File: src/rtl/uart_pkg.sv
// rtl/uart_pkg.sv - shared UART types, baud table and bit-time helper
package uart_pkg;

  localparam int CNT_W = 24;

  typedef enum logic [2:0] {
    IDLE,
    START,
    DATA,
    PARITY,
    STOP,
    DONE
  } uart_state_t;

  localparam int unsigned BAUD_RATES [16] = '{
    300, 1200, 2400, 4800, 9600, 19200, 38400, 57600,
    115200, 230400, 460800, 921600, 921600, 921600, 921600, 921600
  };

  // Clocks per bit, rounded to nearest.
  function automatic int unsigned bit_time(input longint unsigned clk_hz, input int unsigned idx);
    longint unsigned rate;
    rate = 64'(BAUD_RATES[idx[3:0]]);
    return 32'((clk_hz + rate / 64'd2) / rate);
  endfunction

endpackage

File: src/rtl/uart_bit_timer.sv
// rtl/uart_bit_timer.sv - loadable down-counter giving mid-bit and end-of-bit ticks
module uart_bit_timer
  import uart_pkg::*;
(
  input  logic             clk,
  input  logic             rst,
  input  logic             load,
  input  logic [CNT_W-1:0] bt,
  output logic             half_tick,
  output logic             sample_tick,
  output logic             bit_tick
);

  logic [CNT_W-1:0] bt_q;
  logic [CNT_W-1:0] cnt;
  logic [CNT_W-1:0] mid;

  // The load cycle itself is position 0 of the bit, so the counter starts at BT-2.
  always_ff @(posedge clk or negedge rst) begin
    if (!rst) begin
      bt_q <= '0;
      cnt  <= '0;
    end else if (load) begin
      bt_q <= bt;
      cnt  <= bt - CNT_W'(2);
    end else if (cnt == '0) begin
      cnt <= bt_q - CNT_W'(1);
    end else begin
      cnt <= cnt - CNT_W'(1);
    end
  end

  assign mid         = bt_q - CNT_W'(1) - (bt_q >> 1);
  assign half_tick   = (cnt == mid);
  assign sample_tick = (cnt == mid - CNT_W'(1));
  assign bit_tick    = (cnt == '0);

endmodule

File: src/rtl/uart_rx_engine.sv
// rtl/uart_rx_engine.sv - UART receive engine: sync, frame FSM, sticky status
// Define UART_RX_MAJORITY_VOTE_EN for a 2-of-3 vote around each mid-bit sample.
module uart_rx_engine
  import uart_pkg::*;
#(
  parameter int unsigned CLK_HZ      = 100000000,
  parameter int unsigned SYNC_STAGES = 2
) (
  input  logic       clk,
  input  logic       rst,
  input  logic       rx,
  input  logic       eight,
  input  logic       pen,
  input  logic       ohel,
  input  logic [3:0] baud,
  input  logic       rx_read,
  output logic [7:0] rx_data,
  output logic       rxrdy,
  output logic       perr,
  output logic       ferr,
  output logic       ovf,
  output logic       busy
);

  localparam int unsigned SYNC_N = (SYNC_STAGES < 2) ? 2 : SYNC_STAGES;

  logic [SYNC_N-1:0] sync_q;
  logic              rx_s;
  logic              rx_prev;
  logic              fall;

  always_ff @(posedge clk or negedge rst) begin
    if (!rst) begin
      sync_q  <= '1;
      rx_prev <= 1'b1;
    end else begin
      sync_q  <= {sync_q[SYNC_N-2:0], rx};
      rx_prev <= rx_s;
    end
  end

  assign rx_s = sync_q[SYNC_N-1];
  assign fall = rx_prev & ~rx_s;

  logic [CNT_W-1:0] bt_tab [16];

  for (genvar gi = 0; gi < 16; gi++) begin : g_bt
    localparam logic [CNT_W-1:0] BT_I = CNT_W'(bit_time(64'(CLK_HZ), gi));
    assign bt_tab[gi] = BT_I;
  end

  uart_state_t state;
  uart_state_t state_next;
  logic        start_det;
  logic        half_tick;
  logic        sample_tick;
  logic        bit_tick;

  uart_bit_timer u_timer (
    .clk         (clk),
    .rst         (rst),
    .load        (start_det),
    .bt          (bt_tab[baud]),
    .half_tick   (half_tick),
    .sample_tick (sample_tick),
    .bit_tick    (bit_tick)
  );

  // Decisions are taken one clock after mid-bit so both sampling modes share timing.
  logic sample;
  logic s_mid;

`ifdef UART_RX_MAJORITY_VOTE_EN
  logic rx_d1;
  logic s_pre;

  always_ff @(posedge clk or negedge rst) begin
    if (!rst) begin
      rx_d1 <= 1'b1;
      s_pre <= 1'b1;
      s_mid <= 1'b1;
    end else begin
      rx_d1 <= rx_s;
      if (half_tick) begin
        s_pre <= rx_d1;
        s_mid <= rx_s;
      end
    end
  end

  assign sample = (s_pre & s_mid) | (s_pre & rx_s) | (s_mid & rx_s);
`else
  always_ff @(posedge clk or negedge rst) begin
    if (!rst) begin
      s_mid <= 1'b1;
    end else if (half_tick) begin
      s_mid <= rx_s;
    end
  end

  assign sample = s_mid;
`endif

  logic [3:0] bit_cnt;
  logic [3:0] nbits;
  logic [7:0] shreg;
  logic [7:0] data_byte;
  logic       eight_q;
  logic       pen_q;
  logic       ohel_q;
  logic       perr_q;
  logic       ferr_q;

  assign nbits     = eight_q ? 4'd8 : 4'd7;
  assign data_byte = eight_q ? shreg : {1'b0, shreg[7:1]};

  always_ff @(posedge clk or negedge rst) begin
    if (!rst) begin
      state <= IDLE;
    end else begin
      state <= state_next;
    end
  end

  // bit_cnt counts bit boundaries since the start edge, so data bit i is taken at bit_cnt == i+1.
  always_comb begin
    state_next = state;
    start_det  = 1'b0;
    case (state)
      IDLE: begin
        if (fall) begin
          state_next = START;
          start_det  = 1'b1;
        end
      end
      START:   if (sample_tick) state_next = sample ? IDLE : DATA;
      DATA:    if (sample_tick && bit_cnt == nbits) state_next = pen_q ? PARITY : STOP;
      PARITY:  if (sample_tick) state_next = STOP;
      STOP:    if (sample_tick) state_next = DONE;
      DONE:    state_next = IDLE;
      default: state_next = IDLE;
    endcase
  end

  always_ff @(posedge clk or negedge rst) begin
    if (!rst) begin
      bit_cnt <= '0;
      shreg   <= '0;
      eight_q <= 1'b0;
      pen_q   <= 1'b0;
      ohel_q  <= 1'b0;
      perr_q  <= 1'b0;
      ferr_q  <= 1'b0;
      rx_data <= '0;
      rxrdy   <= 1'b0;
      perr    <= 1'b0;
      ferr    <= 1'b0;
      ovf     <= 1'b0;
      busy    <= 1'b0;
    end else begin
      if (start_det) begin
        eight_q <= eight;
        pen_q   <= pen;
        ohel_q  <= ohel;
        bit_cnt <= '0;
        perr_q  <= 1'b0;
        ferr_q  <= 1'b0;
      end else if (bit_tick && state != IDLE) begin
        bit_cnt <= bit_cnt + 4'd1;
      end

      if (state == DATA && sample_tick) shreg <= {sample, shreg[7:1]};
      if (state == PARITY && sample_tick) perr_q <= ((^data_byte) ^ sample) != ohel_q;
      if (state == STOP && sample_tick) ferr_q <= ~sample;

      if (state == DONE) begin
        rx_data <= data_byte;
        rxrdy   <= 1'b1;
        perr    <= pen_q & perr_q;
        ferr    <= ferr_q;
        ovf     <= rxrdy & ~rx_read;
      end else if (rx_read && rxrdy) begin
        rxrdy <= 1'b0;
        perr  <= 1'b0;
        ferr  <= 1'b0;
        ovf   <= 1'b0;
      end

      busy <= (state_next != IDLE);
    end
  end

endmodule

File: config.mk
export PLATFORM = sky130hd
export DESIGN_NAME = uart_rx_engine
export DESIGN_NICKNAME = d
export VERILOG_FILES = /design/src/rtl/uart_pkg.sv /design/src/rtl/uart_bit_timer.sv /design/src/rtl/uart_rx_engine.sv
export SDC_FILE = /design/constraint.sdc
export NUM_CORES = 1
export LEC_CHECK = 0
export CAP_MARGIN = 10
export CORE_MARGIN = 1
export CORE_UTILIZATION = 45
export DETAILED_ROUTE_END_ITERATION = 8
export DONT_BUFFER_PORTS = 1
export GPL_TIMING_DRIVEN = 0
export PLACE_DENSITY_LB_ADDON = 0.12
export SKIP_CTS_REPAIR_TIMING = 1
export SLEW_MARGIN = 20
export SYNTH_ARGS = -nofsm -noshare
export SYNTH_HDL_FRONTEND = slang
export SYNTH_SLANG_ARGS = --single-unit
File: constraint.sdc
create_clock -name clk -period 15 [get_ports clk]
set_clock_uncertainty 0.2 [all_clocks]
set_input_delay 2.25 -clock clk [delete_from_list [all_inputs] [get_ports clk]]
set_output_delay 2.25 -clock clk [all_outputs]
set_load 0.01 [all_outputs]
==> results.sh, run 1 <==
export IMPL_r2r_cells=21
export IMPL_critical_path_class="flop to flop"
export IMPL_max_freq_mhz=152
export IMPL_drtAntennaViolNets=0
export IMPL_arrival_ps=6610
export IMPL_synth_distinct_cells=79
export IMPL_slew_violations=0
export IMPL_worst_setup_path_start_kind="flop"
export IMPL_rsz0062_at_grt="false"
export IMPL_placed_area_sq_um=7210
export IMPL_min_period_ps=6580
export IMPL_synthesis_nets=898
export IMPL_p_leak_nw=3.16
export IMPL_yosysWarnings=0
export IMPL_cts_sinks=79
export IMPL_grt_pass1_vias=6170
export IMPL_hold_class="flop to flop"
export IMPL_status="complete, no violations"
export IMPL_drv_cap=0
export IMPL_n_antenna_cell=0
export IMPL_total_power_mw=2.00
export IMPL_grt_antenna_before_repair=0
export IMPL_yosys_top_cells_area="dfrtp_1 (27%), xnor2_1 (8.0%), ha_1 (5.0%)"
export IMPL_hold_path_depth=0
export IMPL_routedWlPerCell_microns=18.0
export IMPL_drc=0
export IMPL_die_h_microns=126
export IMPL_cts_buffers=9
export IMPL_gr_total_overflow=0
export IMPL_port_buffers=0
export IMPL_dieArea_sq_um=16000
export IMPL_path_max_fanout=10
export IMPL_seq_area_frac_synth_pct=28.4
export IMPL_cp_required_ps=15020
export IMPL_coreArea_sq_um=15100
export IMPL_synth_top_area_share_pct=26.9
export IMPL_area_growth_pct=8.11
export IMPL_cp_end_kind="flop"
export IMPL_timing_slew_headroom_pct=31.2
export IMPL_tightest_slew_ps=1020
export IMPL_vdd_drop_max_v=0.000116
export IMPL_async_reset_ff_share_pct=100
export IMPL_postSynthCellCount=858
export IMPL_cts_buffer_depth=2
export IMPL_setup_violations=0
export IMPL_hpwl_microns=15000
export IMPL_setup_tns_ps=0
export IMPL_finalWirelength_microns=19100
export IMPL_rows=45
export IMPL_ios=24
export IMPL_period_share_pct=43.9
export IMPL_synth_most_common_cell="nand2_1"
export IMPL_ys_top_cells_by_count="nand2_1 (92), dfrtp_1 (75), o21ai_0 (69)"
export IMPL_netlist_area_sq_um=6970
export IMPL_drt_first_iter_violations=581
export IMPL_grt_max_degree=80
export IMPL_final_nets=909
export IMPL_clkLatencyLatePin_ps=340
export IMPL_synth_ff_latch_count=79
export IMPL_start_util_pct=46.0
export IMPL_drive_gt1_share_pct=6.75
export IMPL_grt_pass1_wl_microns=31300
export IMPL_synthFlopType="dfrtp_1"
export IMPL_clk_pin_slew_ps=60
export IMPL_final_cell_area_sq_um=7540
export IMPL_pwr_density_cell_nw_per_um2=265
export IMPL_dieWidth_microns=126
export IMPL_ctsRootBufferMaster="clkbuf_16"
export IMPL_synth_edff_count=0
export IMPL_drt_pass1_iter_count=5
export IMPL_globalplace_congestion=0.905
export IMPL_via_per_inst=6.05
export IMPL_yosys_area_top_type="dfrtp_1"
export IMPL_hold_violations=0
export IMPL_track_usage_pct=24.7
export IMPL_htreeDepth=3
export IMPL_avgSynthCellArea_sq_um=8.13
export IMPL_tritoncts="done"
export IMPL_via_count=6424
[layout by cell type, fill, tap and decap left out, drive strengths merged, types with 21 or more instances in the layout]
master and n:
nand2 92, dfrtp 75, o21ai 71, xnor2 66, nor2 63, a21oi 54, clkbuf 51, inv 37
xor2 30, ha 28, nand3 24, nor3 24, nor4 21
[layer usage]
layer / share of wire [%] / up-vias / global-route usage, %
met1: 48 / 3095 / 34.9
met5: 0 / - / 0
li1: - / 3097 / -
met4: 2.7 / 0 / 9.92
met3: 4.6 / 37 / 1.98
met2: 45 / 195 / 39.3
[worst paths after layout]
| kind | start | end | slack [ps] |
|---|---|---|---|
| worst min-delay path | sync_q[0] | sync_q[1] | 150 |
| worst max-delay path | u_timer.bt_q[0] | shreg[0] | 8420 |
| worst max register to register | u_timer.bt_q[0] | shreg[0] | 8420 |
| worst min register to register | sync_q[0] | sync_q[1] | 150 |
| min in group asynchronous | rst | ovf | 1400 |
| max in group asynchronous | rst | rx_prev | 12970 |
[worst max-delay path, cell delays in order (launching register included)]
cell,delay [ps]
dfrtp_1,460
inv_1,90
ha_1,220
or3b_2,550
nor4_1,340
xnor2_1,220
ha_1,280
clkbuf_1,250
a21oi_1,290
o21ai_0,180
o21bai_1,200
or3_1,330
a22oi_1,230
and3_1,180
clkbuf_1,270
and3_1,230
o2111ai_1,140
nor4_1,350
o311ai_1,370
or4_1,600
buf_6,180
mux2_4,290
[state kept, by name, summed over array words and instances (netlist names), 2 cells and up]
| register | count |
|---|---|
| rx_data | 8 |
| u_timer.bt_q | 18 |
| u_timer.cnt | 24 |
| sync_q | 2 |
| shreg | 8 |
| bit_cnt | 4 |
| state | 3 |
[power by group]
group          leakage [nW]  internal [mW]  switching (mW)
sequential             1.03          0.261          0.0691
combinational          1.97          0.557           0.874
clock                 0.163          0.151          0.0862
total                  3.16          0.969            1.03
[cell type report]
cell class	instances	area (sq um)
multi-input combinational	695	4670
sequential	79	1980
fill	1450	7610
buffer	48	191
clock inverter	6	91.3
tap	188	235
inverter	36	135
clock buffer	10	239
[through the flow]
stage	worst slack [ps]	util (%)	hold slack, ps	instances
2_1_floorplan	9530	-	145	858
3_3_place_gp	8620	47.6	149	1046
3_5_place_dp	8630	47.6	147	1046
4_1_cts	8590	49.8	155	1062
5_1_grt	8070	49.8	156	1062
6_report	8420	49.8	154	1062
[cell families after synthesis]
kind of cell / after synthesis / share of synthesized area (%)
AOI/OAI and AO/OA: 214 / 19.8
adders and majority gates: 29 / 5.31
DFF: 79 / 28.4
muxes: 30 / 4.93
and+or+nand+nor: 324 / 24.0
xor gates and xnor gates: 98 / 12.9
buffers and inverters: 84 / 4.68
No activity file was read; power rests on OpenSTA's default activity.
==> inputs of run 2 (changes only) <==
- clock period: 15 -> 6.2 ns (I/O delays scaled with it)
==> run 2 against run 1 <==
  * Worst hold slack worse by 75 ps
  * Sequential share of layout area decreased by 0.52 points
  * Final cell count is essentially flat
  * Flip-flop and latch count unchanged
  * Via count shrank 0.22%
  * Highest routed layer unchanged
==> results.sh, run 2 (same netlist as run 1, synthesis figures left out) <==
export IMPL_status="complete, no violations"
export IMPL_reg_top3="u_timer.cnt x24, u_timer.bt_q x18"
export IMPL_tightest_slew_ps=818
export IMPL_hold_violations=0
export IMPL_setup_tns_ps=0
export IMPL_htreeDepth=3
export IMPL_grt_pass1_vias=6170
export IMPL_ios=24
export IMPL_dieArea_sq_um=16000
export IMPL_drive_gt1_share_pct=8.82
export IMPL_final_util_pct=50.8
export IMPL_via_count=6410
export IMPL_coreArea_sq_um=15100
export IMPL_grt_antenna_before_repair=0
export IMPL_final_common_cell="nand2_1"
export IMPL_slew_violations=0
export IMPL_ctsRootBufferMaster="clkbuf_16"
export IMPL_grt_max_degree=80
export IMPL_drtAntennaViolNets=0
export IMPL_max_stage_delay_ps=580
export IMPL_clkLatencyLatePin_ps=340
export IMPL_critical_path_class="flop to flop"
export IMPL_worst_path_buf_inv=2
export IMPL_crit_chain="nor4_2, nand2_1, o41ai_1, nand2_1, ha_1, clkbuf_1, a211oi_2, nor2_1, or3_1, o21a_1, or4_1, a21oi_4, and3_1, and4b_1, a21oi_1, o2bb2ai_2, or4_1, buf_6, mux2_4"
export IMPL_dieWidth_microns=126
export IMPL_setup_violations=0
export IMPL_area_growth_pct=10.4
export IMPL_largest_reg_flops=24
export IMPL_drt_first_iter_violations=604
export IMPL_track_usage_pct=24.7
export IMPL_fillCellCount=1434
export IMPL_grt_pass1_wl_microns=31300
export IMPL_cts_sinks=79
export IMPL_n_antenna_cell=0
export IMPL_hold_class="input pin to async pin"
export IMPL_period_share_pct=95.3
export IMPL_port_buffers=0
export IMPL_start_util_pct=46.0
export IMPL_cts_buffer_depth=2
export IMPL_cp_end_kind="flop"
export IMPL_globalplace_congestion=0.905
export IMPL_path_max_fanout=10
export IMPL_via_per_inst=6.04
export IMPL_rows=45
export IMPL_drc=0
export IMPL_regMostFlops="u_timer.cnt"
export IMPL_finalWirelength_microns=19300
export IMPL_min_period_ps=5910
export IMPL_arrival_ps=5930
export IMPL_final_nets=908
export IMPL_cp_required_ps=6220
export IMPL_critPathTopFamily="simple AND/OR/NAND/NOR gates"
export IMPL_timing_slew_headroom_pct=45.2
export IMPL_clk_pin_slew_ps=60
export IMPL_max_freq_mhz=169
export IMPL_cts_buffers=9
export IMPL_final_cell_mix="nand2_1 (92), dfrtp_1 (74), o21ai_0 (67)"
export IMPL_worst_setup_path_start_kind="flop"
export IMPL_die_h_microns=126
export IMPL_drv_cap=0
export IMPL_hpwl_microns=15000
export IMPL_drt_pass1_iter_count=5
export IMPL_gr_total_overflow=0
export IMPL_tritoncts="done"
export IMPL_critPathSlowestCell="or4_1"
export IMPL_routedWlPerCell_microns=18.2
==> run 2: final timing paths <==
path | cells past startpoint | slack (ps) | endpoint | startpoint
worst min-delay path | 0 | 80 | ovf | rst
worst max-delay path | 19 | 290 | shreg[4] | u_timer.bt_q[5]
worst min register to register | 0 | 150 | sync_q[1] | sync_q[0]
worst max register to register | 19 | 290 | shreg[4] | u_timer.bt_q[5]
max in group asynchronous | 0 | 5490 | rx_prev | rst
min in group clk | 0 | 150 | sync_q[1] | sync_q[0]
==> run 2: cell type report <==
| class | instances | area [sq um] | area share, % |
|---|---|---|---|
| multi-input combinational | 695 | 4820 | 62.6 |
| sequential | 79 | 1980 | 25.8 |
| clock buffer | 10 | 239 | 3.10 |
| tap | 188 | 235 | 3.06 |
| buffer | 45 | 180 | 2.34 |
| inverter | 36 | 135 | 1.76 |
| clock inverter | 6 | 91.3 | 1.19 |
| timing repair buffer | 2 | 15.0 | 0.195 |
==> run 2: metal layers <==
metal | up-vias | part of all wire, % | track usage, %
li1 | 3092 | - | -
met2 | 187 | 45 | 39.3
met4 | 0 | 2.8 | 9.92
met5 | - | 0 | 0
met1 | 3095 | 48 | 34.9
met3 | 36 | 4.4 | 1.98
==> run 2: worst reg2reg max path, stage by stage (launching register included) <==
cell and delay, ps:
dfrtp_1 480, nor4_2 430, nand2_1 160, o41ai_1 260, nand2_1 160, ha_1 300, clkbuf_1 230, a211oi_2 300
nor2_1 70, or3_1 380, o21a_1 220, or4_1 580, a21oi_4 270, and3_1 260, and4b_1 210, a21oi_1 80
o2bb2ai_2 180, or4_1 560, buf_6 180, mux2_4 300
==> run 2: per-stage QoR <==
step,cells,setup WS [ps],hold WS (ps),area [sq um]
floorplan,858,731,145,6970
global placement,1046,-184,149,7210
detailed placement,1046,-167,147,7210
CTS,1062,-207,73.3,7540
global route,1061,-42.7,68.2,7700
finish,1061,292,79.0,7700
Power of run 2 is not shown: default switching activity piles up to over one toggle a cycle in this logic, so the estimate is an artifact.
